--- config.mk ---
export PLATFORM = sky130hd
export DESIGN_NAME = limb_mult_sequencer
export DESIGN_NICKNAME = d
export VERILOG_FILES = /design/src/rtl/limb_mult_sequencer_pkg.sv /design/src/rtl/limb_mult_sequencer_mult.sv /design/src/rtl/limb_mult_sequencer.sv
export SDC_FILE = /design/constraint.sdc
export NUM_CORES = 2
export LEC_CHECK = 0
export BUFFER_PORTS_ARGS = -buffer_cell sky130_fd_sc_hd__buf_2
export CORE_ASPECT_RATIO = 0.7
export CORE_MARGIN = 3
export CORE_UTILIZATION = 35
export DETAILED_ROUTE_END_ITERATION = 8
export SETUP_SLACK_MARGIN = 0.1
export SKIP_CTS_REPAIR_TIMING = 1
export SLEW_MARGIN = 20
export SYNTH_ARGS = -nofsm -noshare
export SYNTH_HDL_FRONTEND = slang
export SYNTH_SLANG_ARGS = --single-unit
--- constraint.sdc ---
create_clock -name clk -period 11.96 [get_ports clk]
set_input_delay 2.392 -clock clk [delete_from_list [all_inputs] [get_ports clk]]
set_output_delay 2.392 -clock clk [all_outputs]
set_load 0.005 [all_outputs]
--- src/rtl/limb_mult_sequencer_pkg.sv ---
// Shared definitions for the limb-serial wide multiplier: limb width, FSM
// states and the limb-count-to-operand-width helper.
package limb_mult_sequencer_pkg;

  localparam int LIMB_BITS = 17;

  typedef enum logic [1:0] {IDLE, ISSUE, DRAIN, DONE} state_t;

  function automatic int opnd_width(input int num_limbs);
    return LIMB_BITS * num_limbs;
  endfunction

endpackage

--- src/rtl/limb_mult_sequencer_mult.sv ---
// Combinational 17x17 unsigned multiplier; maps onto a single DSP slice once
// the downstream register stages are retimed into it.
module mult_17x17
  import limb_mult_sequencer_pkg::*;
(
  input  logic [LIMB_BITS-1:0]   a,
  input  logic [LIMB_BITS-1:0]   b,
  output logic [2*LIMB_BITS-1:0] p
);

  assign p = {{LIMB_BITS{1'b0}}, a} * {{LIMB_BITS{1'b0}}, b};

endmodule

--- src/rtl/limb_mult_sequencer.sv ---
// Wide unsigned multiply on one shared 17x17 multiplier: limb pairs are issued
// one per cycle and the shifted partial products are summed in an accumulator.
module limb_mult_sequencer
  import limb_mult_sequencer_pkg::*;
#(
  parameter  int NUM_LIMBS = 4,
  parameter  int MULT_LAT  = 2,
  localparam int W         = opnd_width(NUM_LIMBS)
) (
  input  logic           clk,
  input  logic           reset,
  input  logic           in_valid,
  output logic           in_ready,
  input  logic [W-1:0]   x,
  input  logic [W-1:0]   y,
  output logic           out_valid,
  input  logic           out_ready,
  output logic [2*W-1:0] p
);

  localparam int PW  = 2 * W;
  localparam int PPW = 2 * LIMB_BITS;
  localparam int CW  = (NUM_LIMBS > 1) ? $clog2(NUM_LIMBS) : 1;
  localparam int TW  = $clog2(2 * NUM_LIMBS);
  localparam int DW  = (MULT_LAT > 1) ? $clog2(MULT_LAT) : 1;

  state_t         state;
  logic [CW-1:0]  i_cnt, j_cnt;
  logic [DW-1:0]  drain_cnt;
  logic [W-1:0]   x_r, y_r;
  logic [PW-1:0]  acc;

  logic [LIMB_BITS-1:0] x_limb, y_limb;
  logic [PPW-1:0]       pp;
  logic [TW-1:0]        tag;
  logic [PW-1:0]        pp_shift;

  logic [MULT_LAT:1] vld_pipe;
  logic [PPW-1:0]    pp_pipe  [1:MULT_LAT];
  logic [TW-1:0]     tag_pipe [1:MULT_LAT];

  assign x_limb = x_r[LIMB_BITS*i_cnt +: LIMB_BITS];
  assign y_limb = y_r[LIMB_BITS*j_cnt +: LIMB_BITS];
  assign tag    = TW'(i_cnt) + TW'(j_cnt);

  mult_17x17 u_mult (
    .a (x_limb),
    .b (y_limb),
    .p (pp)
  );

  // Data stages carry no reset so the DSP output registers can absorb them;
  // only the valid bits decide whether a stage reaches the accumulator.
  always_ff @(posedge clk) begin
    pp_pipe[1]  <= pp;
    tag_pipe[1] <= tag;
    for (int k = 2; k <= MULT_LAT; k++) begin
      pp_pipe[k]  <= pp_pipe[k-1];
      tag_pipe[k] <= tag_pipe[k-1];
    end
  end

  assign pp_shift = PW'(pp_pipe[MULT_LAT]) << (LIMB_BITS * tag_pipe[MULT_LAT]);

  always_ff @(posedge clk) begin
    if (reset) begin
      state     <= IDLE;
      in_ready  <= 1'b1;
      out_valid <= 1'b0;
      acc       <= '0;
      i_cnt     <= '0;
      j_cnt     <= '0;
      drain_cnt <= '0;
      vld_pipe  <= '0;
      x_r       <= '0;
      y_r       <= '0;
    end else begin
      vld_pipe[1] <= (state == ISSUE);
      for (int k = 2; k <= MULT_LAT; k++) vld_pipe[k] <= vld_pipe[k-1];
      if (vld_pipe[MULT_LAT]) acc <= acc + pp_shift;

      case (state)
        IDLE: if (in_valid) begin
          x_r      <= x;
          y_r      <= y;
          acc      <= '0;
          i_cnt    <= '0;
          j_cnt    <= '0;
          in_ready <= 1'b0;
          state    <= ISSUE;
        end
        ISSUE: begin
          if (j_cnt == CW'(NUM_LIMBS - 1)) begin
            j_cnt <= '0;
            if (i_cnt == CW'(NUM_LIMBS - 1)) begin
              i_cnt     <= '0;
              drain_cnt <= '0;
              state     <= DRAIN;
            end else begin
              i_cnt <= i_cnt + CW'(1);
            end
          end else begin
            j_cnt <= j_cnt + CW'(1);
          end
        end
        DRAIN: begin
          if (drain_cnt == DW'(MULT_LAT - 1)) begin
            drain_cnt <= '0;
            out_valid <= 1'b1;
            state     <= DONE;
          end else begin
            drain_cnt <= drain_cnt + DW'(1);
          end
        end
        DONE: if (out_ready) begin
          out_valid <= 1'b0;
          in_ready  <= 1'b1;
          state     <= IDLE;
        end
        default: state <= IDLE;
      endcase
    end
  end

  assign p = acc;

endmodule

# Word-level counts from Yosys, hierarchy flattened
# Memory sizes are Yosys's and may differ from the RTL's.
# Cells that the tools add are included.
[word_totals] memories=2 mem_bits_rw=74 ff_bits=283 out_inout_bits=138
[op_classes] muxes=25 add_sub_neg=5 shift=3 eq_ne=10 reduce_logical=12 multipliers=4
[mem_list] name="pp_pipe" words=2 width=34 rd=2 rd_clocked_by_memory_dff=0 wr=2 line_no="limb_mult_sequencer.sv:39" rtl="logic [PPW-1:0] pp_pipe [1:MULT_LAT];"
[mem_list] name="tag_pipe" words=2 width=3 rd=2 rd_clocked_by_memory_dff=0 wr=2 line_no="limb_mult_sequencer.sv:40" rtl="logic [TW-1:0] tag_pipe [1:MULT_LAT];"
[ops] cell="$mux W136" n=3
[ops] cell="$add A136 B136 Y136" n=1
[ops] cell="$shiftx A68 B8 Y17" n=2
[ops] cell="$shl A34 B8 Y136" n=1
[ops] cell="$mul A17 B17 Y34" n=1
[ops] cell="$mux W2" n=9
[ops] cell="$mul A5 B2 Y7 const A" n=2
[ops] cell="$reduce_and A3 Y1" n=4
[ops] cell="$eq A2 B2 Y1 const B" n=4
[ops] cell="$mul A5 B3 Y8 const A" n=1
[ops] cell="$pmux W2 S2" n=2
[ops] cell="$pmux W2 S4" n=1
[ops] cell="$reduce_bool A2 Y1" n=4
[ops] cell="$mux W1" n=7
[ops] cell="$ne A2 B2 Y1 const B" n=3
[ops] cell="$pmux W1 S2" n=3
[ops] cell="$reduce_and A5 Y1" n=1
[ops] cell="$add A2 B1 Y2 const B" n=2
[ops] cell="$ne A2 B1 Y1 const B" n=2
[ops] cell="$reduce_and A2 Y1" n=2
[ops] cell="$add A2 B2 Y3" n=1
[ops] cell="$eq A2 B1 Y1 const B" n=1
[ops] cell="$logic_not A2 Y1" n=1
[ops] cell="$add A1 B1 Y1 const B" n=1

# Depth between registers and ports, before layout
[depth] ltp_word=6 mapped_depth=32 ltp_nobuf=29

# By module
# Synthesis repeated with hierarchy kept, for this count alone.
[hier_totals] cells_unflattened=4175 hier_area_um2=32845.3
[by_module_without_submodules] module="limb_mult_sequencer" n_inst=1 cells_each=3051 area_per_inst_um2=23261.1 seq_area_each_um2=7146.9
[by_module_without_submodules] module="mult_17x17" n_inst=1 cells_each=1124 area_per_inst_um2=9584.2 seq_area_each_um2=0.0

# Worst setup path after synthesis
# OpenSTA, ideal clock, no wires.
[synth_timing] path_type="register -> register" start="register j_cnt[0]" end="memory pp_pipe[1][32] in the netlist's numbering" setup_slack_ps=3962 setup_time_ps=118 arrival_time_ps=7879 path_stages_with_launch=29 path_cell_list="dfxtp_1 > clkbuf_1 > buf_1 > mux2_2 > o21ai_1 > clkbuf_1 > nor2_1 > fa_1 > inv_1 > fa_1 > fa_1 > fa_1 > inv_1 > fa_1 > inv_1 > fa_1 > inv_1 > ha_1 > nand3_1 > a2111oi_0 > nor3_1 > o31ai_1 > and4_1 > nand4_1 > a31oi_1 > o221ai_1 > o2111ai_1 > a21oi_1 > xnor2_1"
[synth_rtl] item="start, declared" line_no="limb_mult_sequencer.sv:28" rtl="logic [CW-1:0] i_cnt, j_cnt;"
[synth_rtl] item="start signal, assigned" line_no="limb_mult_sequencer.sv:103" rtl="j_cnt <= j_cnt + CW'(1);"
[synth_rtl] item="end, declared" line_no="limb_mult_sequencer.sv:39"

==> impl_metrics.csv <==
group,metric,value,unit
logic_synthesis,synth_compound_area_share,18.2,%
detailed_routing,drcViolationCount,0,
cells_and_area,seqCellArea,7150,µm²
logic_synthesis,synth.distinct_cells,72,
logic_synthesis,ys_ff_latch,357,
clock_tree,cts-root-buf,"clkbuf_16",
detailed_routing,wl,118000,µm
placement,dp_slack,3600,ps
global_route,grt.overflow.total,0,
global_route,grt_use_met1,35.7,%
placement,io_buffers,277,
worst_hold_path,hold_path.class,"reg2reg",
cells_and_area,drive_above_1_share,10.7,%
floorplan,start_util,35.7,%
worst_setup_path,start_kind,"flip-flop",
logic_synthesis,ys.flop_type,"dfxtp_1",
sta,period_minus_slack,8410,ps
worst_setup_path,crit_top_cell,"fa_1",
cells_and_area,antennaDiodeCount,0,
global_route,antenna_found_initial,2,
cells_and_area,area_growth,11.7,%
floorplan,die_w,370,µm
floorplan,core_area,90900,µm²
logic_synthesis,syn_area_per_cell,7.77,µm²
sta,grt_setup_unrepaired,"false",
logic_synthesis,synth_edf_count,0,
global_route,grt_use_met3,5.35,%
logic_synthesis,syn-cell-area,32500,µm²
logic_synthesis,synth_most_common_cell,"nand2_1",
worst_setup_path,critPathSlowestCell,"a2111oi_0",
floorplan,rows,92,
cells_and_area,multi_input_area,23200,µm²
logic_synthesis,synth_commonest_cells,"nand2_1 (737), a21oi_1 (424), nor2_1 (371)",
detailed_routing,initialDrtViolationCount,2776,
global_route,grt_pass1_wl,177000,µm
clock_tree,cts.sinks,357,
worst_setup_path,cp_max_fo,31,
clock_tree,htree_levels,2,
clock_tree,cts_tree,"built",
clock_tree,clkTransAtPathRegs,60,ps
detailed_routing,final_antenna_net_count,0,
worst_setup_path,max_stage_delay,600,ps
worst_setup_path,cp_top_family,"adder cells",
worst_setup_path,rr_worst_depth,26,
worst_setup_path,crit_buf_inv,5,
sta,worst_pin_slew,1130,ps
detailed_routing,vias,30248,
clock_tree,cts_inserted_buffers,43,
worst_setup_path,crit_path_end_kind,"flip-flop",
global_route,grtUsageTotal,23.9,%
logic_synthesis,synth_area_leaders,"dfxtp_1 (22%), fa_1 (14%), ha_1 (9.6%)",
logic_synthesis,synth_top_family_by_area,"adder cells",
worst_setup_path,r2r_slack,3550,ps
cells_and_area,post-route-util,39.9,%
placement,hpwl,93600,µm
floorplan,ios,278,
logic_synthesis,synth_area_leader_cell,"dfxtp_1",
logic_synthesis,synth_simple_gate_area_share,20.2,%
sta,maxSlewViolCount,0,
detailed_routing,vias_per_cell,5.43,
logic_synthesis,synthArstFlopShare,0,%
sta,final.setup.tns,0,ps
sta,fin_skew,47.2,ps
power,p_per_area,128,nW/µm²
global_route,grt_pass1_vias,28444,
worst_setup_path,reg2reg_from,"i_cnt[0]",
clock_tree,clkLatencyLatePin,610,ps
floorplan,dieHeight,261,µm
power,p_leak,16.1,nW
sta,setup_viol,0,
logic_synthesis,syn-num-nets,4795,
sta,hold_viol,0,
worst_setup_path,worst-path-stages,26,
power,vdd_drop_max,0.0000895,V
cells_and_area,fin_nets,4927,
global_route,grt-busiest-layer,"met1",
worst_setup_path,reg2reg_to,"pp_pipe[1][32]",
logic_synthesis,synth_warnings,0,
worst_setup_path,crit_path_start,"i_cnt[0]",
clock_tree,cts_buffer_depth,3,
logic_synthesis,yosys-mux-area-fraction,5.33,%
worst_setup_path,path_class,"reg2reg",
detailed_routing,wl_per_cell,21.1,µm
logic_synthesis,synth_top_cell_area_share,22.0,%
logic_synthesis,synthesis.instances,4179,
sta,fin_ws,3550,ps
worst_setup_path,arrival,8900,ps
logic_synthesis,synth_fa_ha_area_share,23.6,%
sta,timing.fmax,119,MHz
outcome,status,"complete, no violations",
logic_synthesis,ys_seq_area_share,22.0,%
logic_synthesis,synthXorXnorAreaFrac,4.05,%
global_route,use_met2,34.9,%
worst_setup_path,crit_path_end,"pp_pipe[1][32]",
placement,gp_congestion,1.01,
detailed_routing,first_pass_iters,5,
floorplan,die_area,96500,µm²
cells_and_area,fill_cells,9484,
worst_hold_path,min_path_cells,0,
worst_setup_path,required,12450,ps
sta,max-slew-margin-rel,24.4,%
global_route,grt_max_degree,97,
run,cap_violations,0,
sta,post-route-period-util,70.3,%
-- layer usage --
metal / up-vias / wire length (µm)
li1: 14319 / -
met1: 14749 / 56600
met2: 1067 / 48900
met3: 113 / 9870
met4: 0 / 2160
met5: - / 0
-- worst register-to-register path, delay by kind of cell, from the launching register on --
family	cells	cell delay [ps]
AOI/OAI and AO/OA	7	2530
xor gates and xnor gates	1	130
adders and majority gates	7	3410
buffers and inverters	5	620
DFF	1	300
muxes	1	420
and+or+nand+nor	5	920
-- power breakdown --
group / leakage [nW] / switching, mW / internal (mW)
Clock: 0.718 / 0.590 / 0.799
Sequential: 2.91 / 0.137 / 1.36
Combinational: 12.5 / 1.19 / 0.576
-- stage by stage --
stage | hold slack (ps) | cell area, µm² | power, mW | instances
2_1_floorplan | 310 | 32500 | 2.64 | 4179
3_3_place_gp | 311 | 34800 | 3.24 | 5488
3_5_place_dp | 314 | 34800 | 3.25 | 5488
4_1_cts | 322 | 36300 | 4.66 | 5568
5_1_grt | 324 | 36300 | 4.94 | 5568
6_report | 316 | 36300 | 4.64 | 5568
-- worst min path at each step --
stage	startpoint	to	slack [ps]
global route	pp_pipe[1][10]	pp_pipe[2][10]	320
finish	pp_pipe[1][10]	pp_pipe[2][10]	320
detailed placement	pp_pipe[1][0]	pp_pipe[2][0]	310
CTS	pp_pipe[1][10]	pp_pipe[2][10]	320
global placement	pp_pipe[1][8]	pp_pipe[2][8]	310
floorplan	pp_pipe[1][0]	pp_pipe[2][0]	310
-- registers in the layout, summed over array words and instances (netlist names), 6 cells and up --
signal    cells
tag_pipe      6
pp_pipe      68
p           136
x_r          68
y_r          68
-- cell families (layout without fill, tap and decap cells) --
family                     Yosys count  after routing
AOI/OAI and AO/OA                  985            985
DFF                                357            357
buffers and inverters              577            744
and+or+nand+nor                   1495           1495
muxes                              139            139
adders and majority gates          476            476
xor gates and xnor gates           150            150
-- cell usage in the layout (no fill, tap or decap), types with 101 or more instances in the layout --
cell and n:
a21oi_1 424, and2_1 101, buf_2 276, dfxtp_1 353
fa_1 226, ha_1 250, inv_1 357, nand2_1 736
nor2_1 370, o21ai_0 201, xnor2_1 113
-- final cells by class --
| cell class | count | share of cell area (%) |
|---|---|---|
| Multi-Input combinational cell | 3245 | 63.9 |
| Sequential cell | 357 | 19.7 |
| Timing Repair Buffer | 305 | 4.41 |
| Tap cell | 1222 | 4.22 |
| Inverter | 359 | 3.72 |
| Clock buffer | 55 | 3.26 |
| Clock inverter | 25 | 0.790 |
No activity file was read; power rests on OpenSTA's default activity.
